## src/rtl/turn_scheduler_pkg.sv

```systemverilog
// Shared types and defaults for the two-player turn scheduler.
// State encoding is visible on the state output, so the values are fixed.
package turn_scheduler_pkg;

  typedef enum logic [2:0] {
    IDLE     = 3'd0,
    LOAD     = 3'd1,
    TURN     = 3'd2,
    GAMEOVER = 3'd3
  } state_t;

  typedef logic player_t;

  localparam int unsigned DEFAULT_TURN_TICKS = 30;
  localparam int unsigned DEFAULT_WIN_SCORE  = 5;

  function automatic logic [1:0] player_onehot(input player_t p);
    return p ? 2'b10 : 2'b01;
  endfunction

endpackage

```

## src/rtl/turn_timer.sv

```systemverilog
// Per-turn tick counter; expire is combinational on the tick that reaches TURN_TICKS.
// A clear in the same cycle wins over an expiring tick and suppresses expire.
module turn_timer
  import turn_scheduler_pkg::*;
#(
  parameter int unsigned TURN_TICKS = DEFAULT_TURN_TICKS
) (
  input  logic clk,
  input  logic reset,
  input  logic tick,
  input  logic clear,
  input  logic enable,
  output logic expire
);

  logic [7:0] count;

  assign expire = enable && tick && !clear && (count == 8'(TURN_TICKS - 1));

  always_ff @(posedge clk or posedge reset) begin
    if (reset) begin
      count <= '0;
    end else if (!enable || clear || expire) begin
      count <= '0;
    end else if (tick) begin
      count <= count + 8'd1;
    end
  end

endmodule

```

## src/rtl/turn_scheduler.sv

```systemverilog
// Two-player turn FSM: loads the pattern, grants turns, scores rounds, detects the winner.
// All outputs registered; strobes are single-cycle pulses one cycle after their cause.
module turn_scheduler
  import turn_scheduler_pkg::*;
#(
  parameter int unsigned TURN_TICKS = DEFAULT_TURN_TICKS,
  parameter int unsigned WIN_SCORE  = DEFAULT_WIN_SCORE
) (
  input  logic        clk,
  input  logic        reset,
  input  logic        tick,
  input  logic        start,
  input  logic [31:0] pattern_in,
  input  logic [1:0]  key_valid,
  input  logic [3:0]  key_note0,
  input  logic [3:0]  key_note1,
  input  logic        round_done,
  input  logic        miss,
  output logic [1:0]  turn,
  output logic        write_enable,
  output logic [31:0] data_out,
  output logic        answer_enable,
  output logic [3:0]  answer,
  output logic [3:0]  score0,
  output logic [3:0]  score1,
  output logic        timeout,
  output logic [1:0]  winner,
  output logic [2:0]  state
);

  state_t     cur;
  player_t    player;
  logic       start_armed;
  logic       in_turn;
  logic       key_hit;
  logic       turn_end_rd;
  logic       expire;
  logic [3:0] key_note;
  logic [3:0] cur_score;
  logic [3:0] next_score;

  assign state       = cur;
  assign in_turn     = (cur == TURN);
  assign key_hit     = in_turn && key_valid[player];
  assign key_note    = player ? key_note1 : key_note0;
  assign turn_end_rd = in_turn && round_done;
  assign cur_score   = player ? score1 : score0;
  assign next_score  = (cur_score == 4'hF) ? cur_score : cur_score + 4'd1;

  // round_done is part of clear so it always masks a coincident expiring tick
  turn_timer #(
    .TURN_TICKS(TURN_TICKS)
  ) u_timer (
    .clk   (clk),
    .reset (reset),
    .tick  (tick),
    .clear (key_hit || turn_end_rd),
    .enable(in_turn),
    .expire(expire)
  );

  always_ff @(posedge clk or posedge reset) begin
    if (reset) begin
      cur           <= IDLE;
      player        <= 1'b0;
      start_armed   <= 1'b0;
      turn          <= 2'b00;
      winner        <= 2'b00;
      write_enable  <= 1'b0;
      answer_enable <= 1'b0;
      timeout       <= 1'b0;
      answer        <= 4'h0;
      data_out      <= 32'h0;
      score0        <= 4'h0;
      score1        <= 4'h0;
    end else begin
      write_enable  <= 1'b0;
      answer_enable <= 1'b0;
      timeout       <= 1'b0;
      case (cur)
        IDLE: begin
          if (start) begin
            data_out <= pattern_in;
            player   <= 1'b0;
            cur      <= LOAD;
          end
        end
        LOAD: begin
          write_enable <= 1'b1;
          turn         <= player_onehot(player);
          cur          <= TURN;
        end
        TURN: begin
          if (key_hit) begin
            answer_enable <= 1'b1;
            answer        <= key_note;
          end
          if (round_done) begin
            turn <= 2'b00;
            if (!miss) begin
              if (player) score1 <= next_score;
              else        score0 <= next_score;
            end
            if (!miss && next_score == 4'(WIN_SCORE)) begin
              winner      <= player_onehot(player);
              start_armed <= 1'b0;
              cur         <= GAMEOVER;
            end else begin
              player <= ~player;
              cur    <= LOAD;
            end
          end else if (expire) begin
            turn    <= 2'b00;
            timeout <= 1'b1;
            player  <= ~player;
            cur     <= LOAD;
          end
        end
        GAMEOVER: begin
          // restart needs start to be seen low before it is honoured high again
          if (!start) begin
            start_armed <= 1'b1;
          end else if (start_armed) begin
            score0      <= 4'h0;
            score1      <= 4'h0;
            winner      <= 2'b00;
            start_armed <= 1'b0;
            cur         <= IDLE;
          end
        end
        default: cur <= IDLE;
      endcase
    end
  end

endmodule

```

## config.mk

```make
export PLATFORM = sky130hd
export DESIGN_NAME = turn_scheduler
export DESIGN_NICKNAME = d
export VERILOG_FILES = /design/src/rtl/turn_scheduler_pkg.sv /design/src/rtl/turn_timer.sv /design/src/rtl/turn_scheduler.sv
export SDC_FILE = /design/constraint.sdc
export NUM_CORES = 1
export LEC_CHECK = 0
export ABC_AREA = 1
export ABC_CLOCK_PERIOD_IN_PS = 2400
export BUFFER_PORTS_ARGS = -buffer_cell sky130_fd_sc_hd__buf_2
export CAP_MARGIN = 30
export CELL_PAD_IN_SITES_DETAIL_PLACEMENT = 0
export CELL_PAD_IN_SITES_GLOBAL_PLACEMENT = 1
export CORE_MARGIN = 4
export CORE_UTILIZATION = 38
export CTS_BUF_LIST = sky130_fd_sc_hd__clkbuf_8 sky130_fd_sc_hd__clkbuf_16
export DETAILED_ROUTE_END_ITERATION = 16
export GPL_TIMING_DRIVEN = 0
export PLACE_DENSITY = 0.88
export SYNTH_ARGS = -nofsm -noshare
export SYNTH_HDL_FRONTEND = slang
export SYNTH_SLANG_ARGS = --single-unit
```

## constraint.sdc

```tcl
create_clock -name clk -period 2.4 [get_ports clk]
set_input_delay 0.48 -clock clk [delete_from_list [all_inputs] [get_ports clk]]
set_output_delay 0.48 -clock clk [all_outputs]
set_load 0.02 [all_outputs]
```

==> impl_metrics.tcl <==
set metrics [dict create \
    outcome "completed" \
    clk_latency_ns 0.34 \
    synthCells 296 \
    dp_hpwl_mm 5.379 \
    swShare 0.4365 \
    hold_buffers 0 \
    period_minus_slack_ns 2.105 \
    cts_made_buffers 9 \
    cts_sinks 63 \
    powerDensity_nw_per_um2 1368 \
    ys.warnings.count 0 \
    seq_area_um2 1577 \
    cp.required_ns 2.64 \
    diodes 0 \
    layout_common_cells "buf_2 (104), dfrtp_1 (63), nand2_1 (61)" \
    grt_pass1_vias 2481 \
    startpoint_type "flop" \
    power_frac_seq 0.329 \
    postRouteAntennaNets 0 \
    grt_first_pass_wirelength_mm 11.99 \
    intPower_uw 2997 \
    yosysUniqueCellTypes 34 \
    ys_seq_area_frac 0.5181 \
    end_kind "flop" \
    synth_area_um2 3043 \
    synth_top_area_cell "dfrtp_1" \
    antenna_found_initial 0 \
    drv_slew 0 \
    synth_adder_area_share 0.03289 \
    drt_first_pass_iters 4 \
    route.detailed.drc 0 \
    htreeDepth 3 \
    fill_cells 745 \
    worstSetupPathType "reg2reg" \
    ios 102 \
    synth-xor-area-share 0.01727 \
    fmax_mhz 475.0 \
    layout_commonest_cell "buf_2" \
    synth-compound-area-share 0.06003 \
    worstMarginPinSlew_ns 0.6667 \
    period_share 0.8772 \
    synthSimpleGateAreaFrac 0.1990 \
    drt_iter0_drc 53 \
    avgViaCountPerCell 4.736 \
    crit_arrival_ns 2.34 \
    multi_input_area_um2 1305 \
    vias 2439 \
    grt_max_degree 41 \
    wire_per_inst_um 13.65 \
    power_uw 5318 \
    syn2layout_area_growth_pct 27.76 \
    setup_viol 0 \
    finalHoldViolCount 0 \
    start_util 0.3918 \
    die_x_um 97.49 \
    worst_hold_slack_ns 0.1737 \
    hold_class "in2async" \
    cts_tree "built" \
    die-area_um2 9503 \
    cts_buffer_depth 2 \
    cp_max_fo 8 \
    skew_ns 0.006376 \
    switchingPower_uw 2321 \
    port_buffers 100 \
    ys_seq_elements 63 \
    die_h_um 97.49 \
    clk_pin_slew_ns 0.07 \
    relSlewSlack 0.5551 \
    place_congestion 0.8402 \
    grt_remaining_overflow 0 \
    rows 32 \
    grtUsageTotal 0.1560 \
    cts_resized 0 \
    root_buffer "clkbuf_8" \
    synth.avg_cell_area_um2 10.28 \
    p_leak_uw 0.001964 \
    power_frac_comb 0.498 \
    drt_wl_total_mm 7.031 \
    rsz0062_at_grt "false" \
    yosys-mux-area-fraction 0.1184 \
    synth_area_leaders "dfrtp_1 (52%), mux2_2 (12%), nand2_1 (7.5%), ha_1 (3.3%), nand3_1 (3.0%)" \
    core-area_um2 7767 \
    synth.top_cell.area_share 0.5181 \
    synth_top_family_by_area "simple AND/OR/NAND/NOR gates" \
    final_util 0.5005 \
    cts_setup_buffers 0 \
    synth_nets 352 \
    num-nets-final 464 \
    clkPwrFrac 0.173 \
    cap_viol_max_count 0 \
    peakVddDrop_mv 0.6524 \
    drive_above_1_share 0.4358 \
]
==> cells in the mapped netlist, drive strengths merged <==
master   count
nand3       19
and2         1
buf          8
dfrtp       63
nor3         1
o31ai        6
conb         1
ha           8
inv         23
o21ai       12
o2111ai      2
xnor2        1
o21bai       2
a31oi        4
xor2         5
nand2       74
a21oi        1
nor3b        1
nand4        5
a21boi       1
nor2        26
mux2        32
==> area by class of cell <==
| class | count | share of cell area |
|---|---|---|
| multi-input combinational | 202 | 0.3357 |
| clock buffer | 9 | 0.03186 |
| inverter | 23 | 0.02350 |
| timing repair buffer | 101 | 0.1339 |
| buffer | 8 | 0.01802 |
| tap | 102 | 0.03283 |
| sequential | 63 | 0.4055 |
| clock inverter | 7 | 0.01867 |
==> power groups by stage <==
stage / Sequential, µW / Clock, µW / Combinational [µW]
finish: 1750 / 920 / 2650
global route: 1820 / 1000 / 2910
CTS: 1750 / 953 / 2680
detailed placement: 1770 / 0 / 2690
global placement: 1750 / 0 / 2630
floorplan: 2300 / 0 / 1340
==> sequential cells by signal, summed over array words and instances (netlist names), 2 cells and up <==
register and count:
score1 4, u_timer.count 8, turn 2, state 2
winner 2, data_out 32, answer 4, score0 4
==> kinds of logic (layout without fill, tap and decap cells) <==
logic type | after synthesis | in the layout
buf+inv | 31 | 148
flops | 63 | 63
simple gates | 127 | 127
other cells | 1 | 1
fa+ha+maj | 8 | 8
xor+xnor | 6 | 6
compound gates | 28 | 28
mux | 32 | 32
==> worst max-delay path, cell delays in order (launching register included) <==
cell	delay, ns
dfrtp_1	0.44
inv_1	0.12
ha_1	0.30
inv_2	0.15
nor2_1	0.08
inv_1	0.09
o21ai_0	0.08
inv_1	0.08
o2111ai_1	0.33
o21ai_0	0.34
==> per-layer routing <==
| metal | GRT usage | vias to the layer above | wire length [µm] | part of all wire |
|---|---|---|---|---|
| met1 | 0.1906 | 1146 | 3022 | 0.43 |
| met3 | 0.04164 | 13 | 448 | 0.064 |
| met2 | 0.2599 | 86 | 3421 | 0.49 |
| met4 | 0.06496 | 0 | 139 | 0.020 |
| li1 | - | 1194 | - | - |
| met5 | 0 | - | 0 | 0 |
==> metrics by stage <==
step	area [µm²]	cells	TNS (ns)	worst slack, ns
2_1_floorplan	3043	296	0	0.3503
3_3_place_gp	3671	498	-26.98	-0.4316
3_5_place_dp	3691	499	0	0.3188
4_1_cts	3887	515	0	0.2864
5_1_grt	3887	515	0	0.08896
6_report	3887	515	0	0.2947
==> worst paths after layout <==
| kind | to | depth (start not counted) | from | slack, ns |
|---|---|---|---|---|
| max | score1[1] | 9 | state[0] | 0.29 |
| min | data_out[30] | 2 | reset | 0.17 |
| max reg2reg | score1[1] | 9 | state[0] | 0.29 |
| min reg2reg | winner[1] | 2 | winner[1] | 0.48 |
| max in group asynchronous | data_out[18] | 3 | reset | 1.63 |
| min in group clk | data_out[5] | 2 | pattern_in[5] | 0.37 |
(Power assumes the default switching activity.)
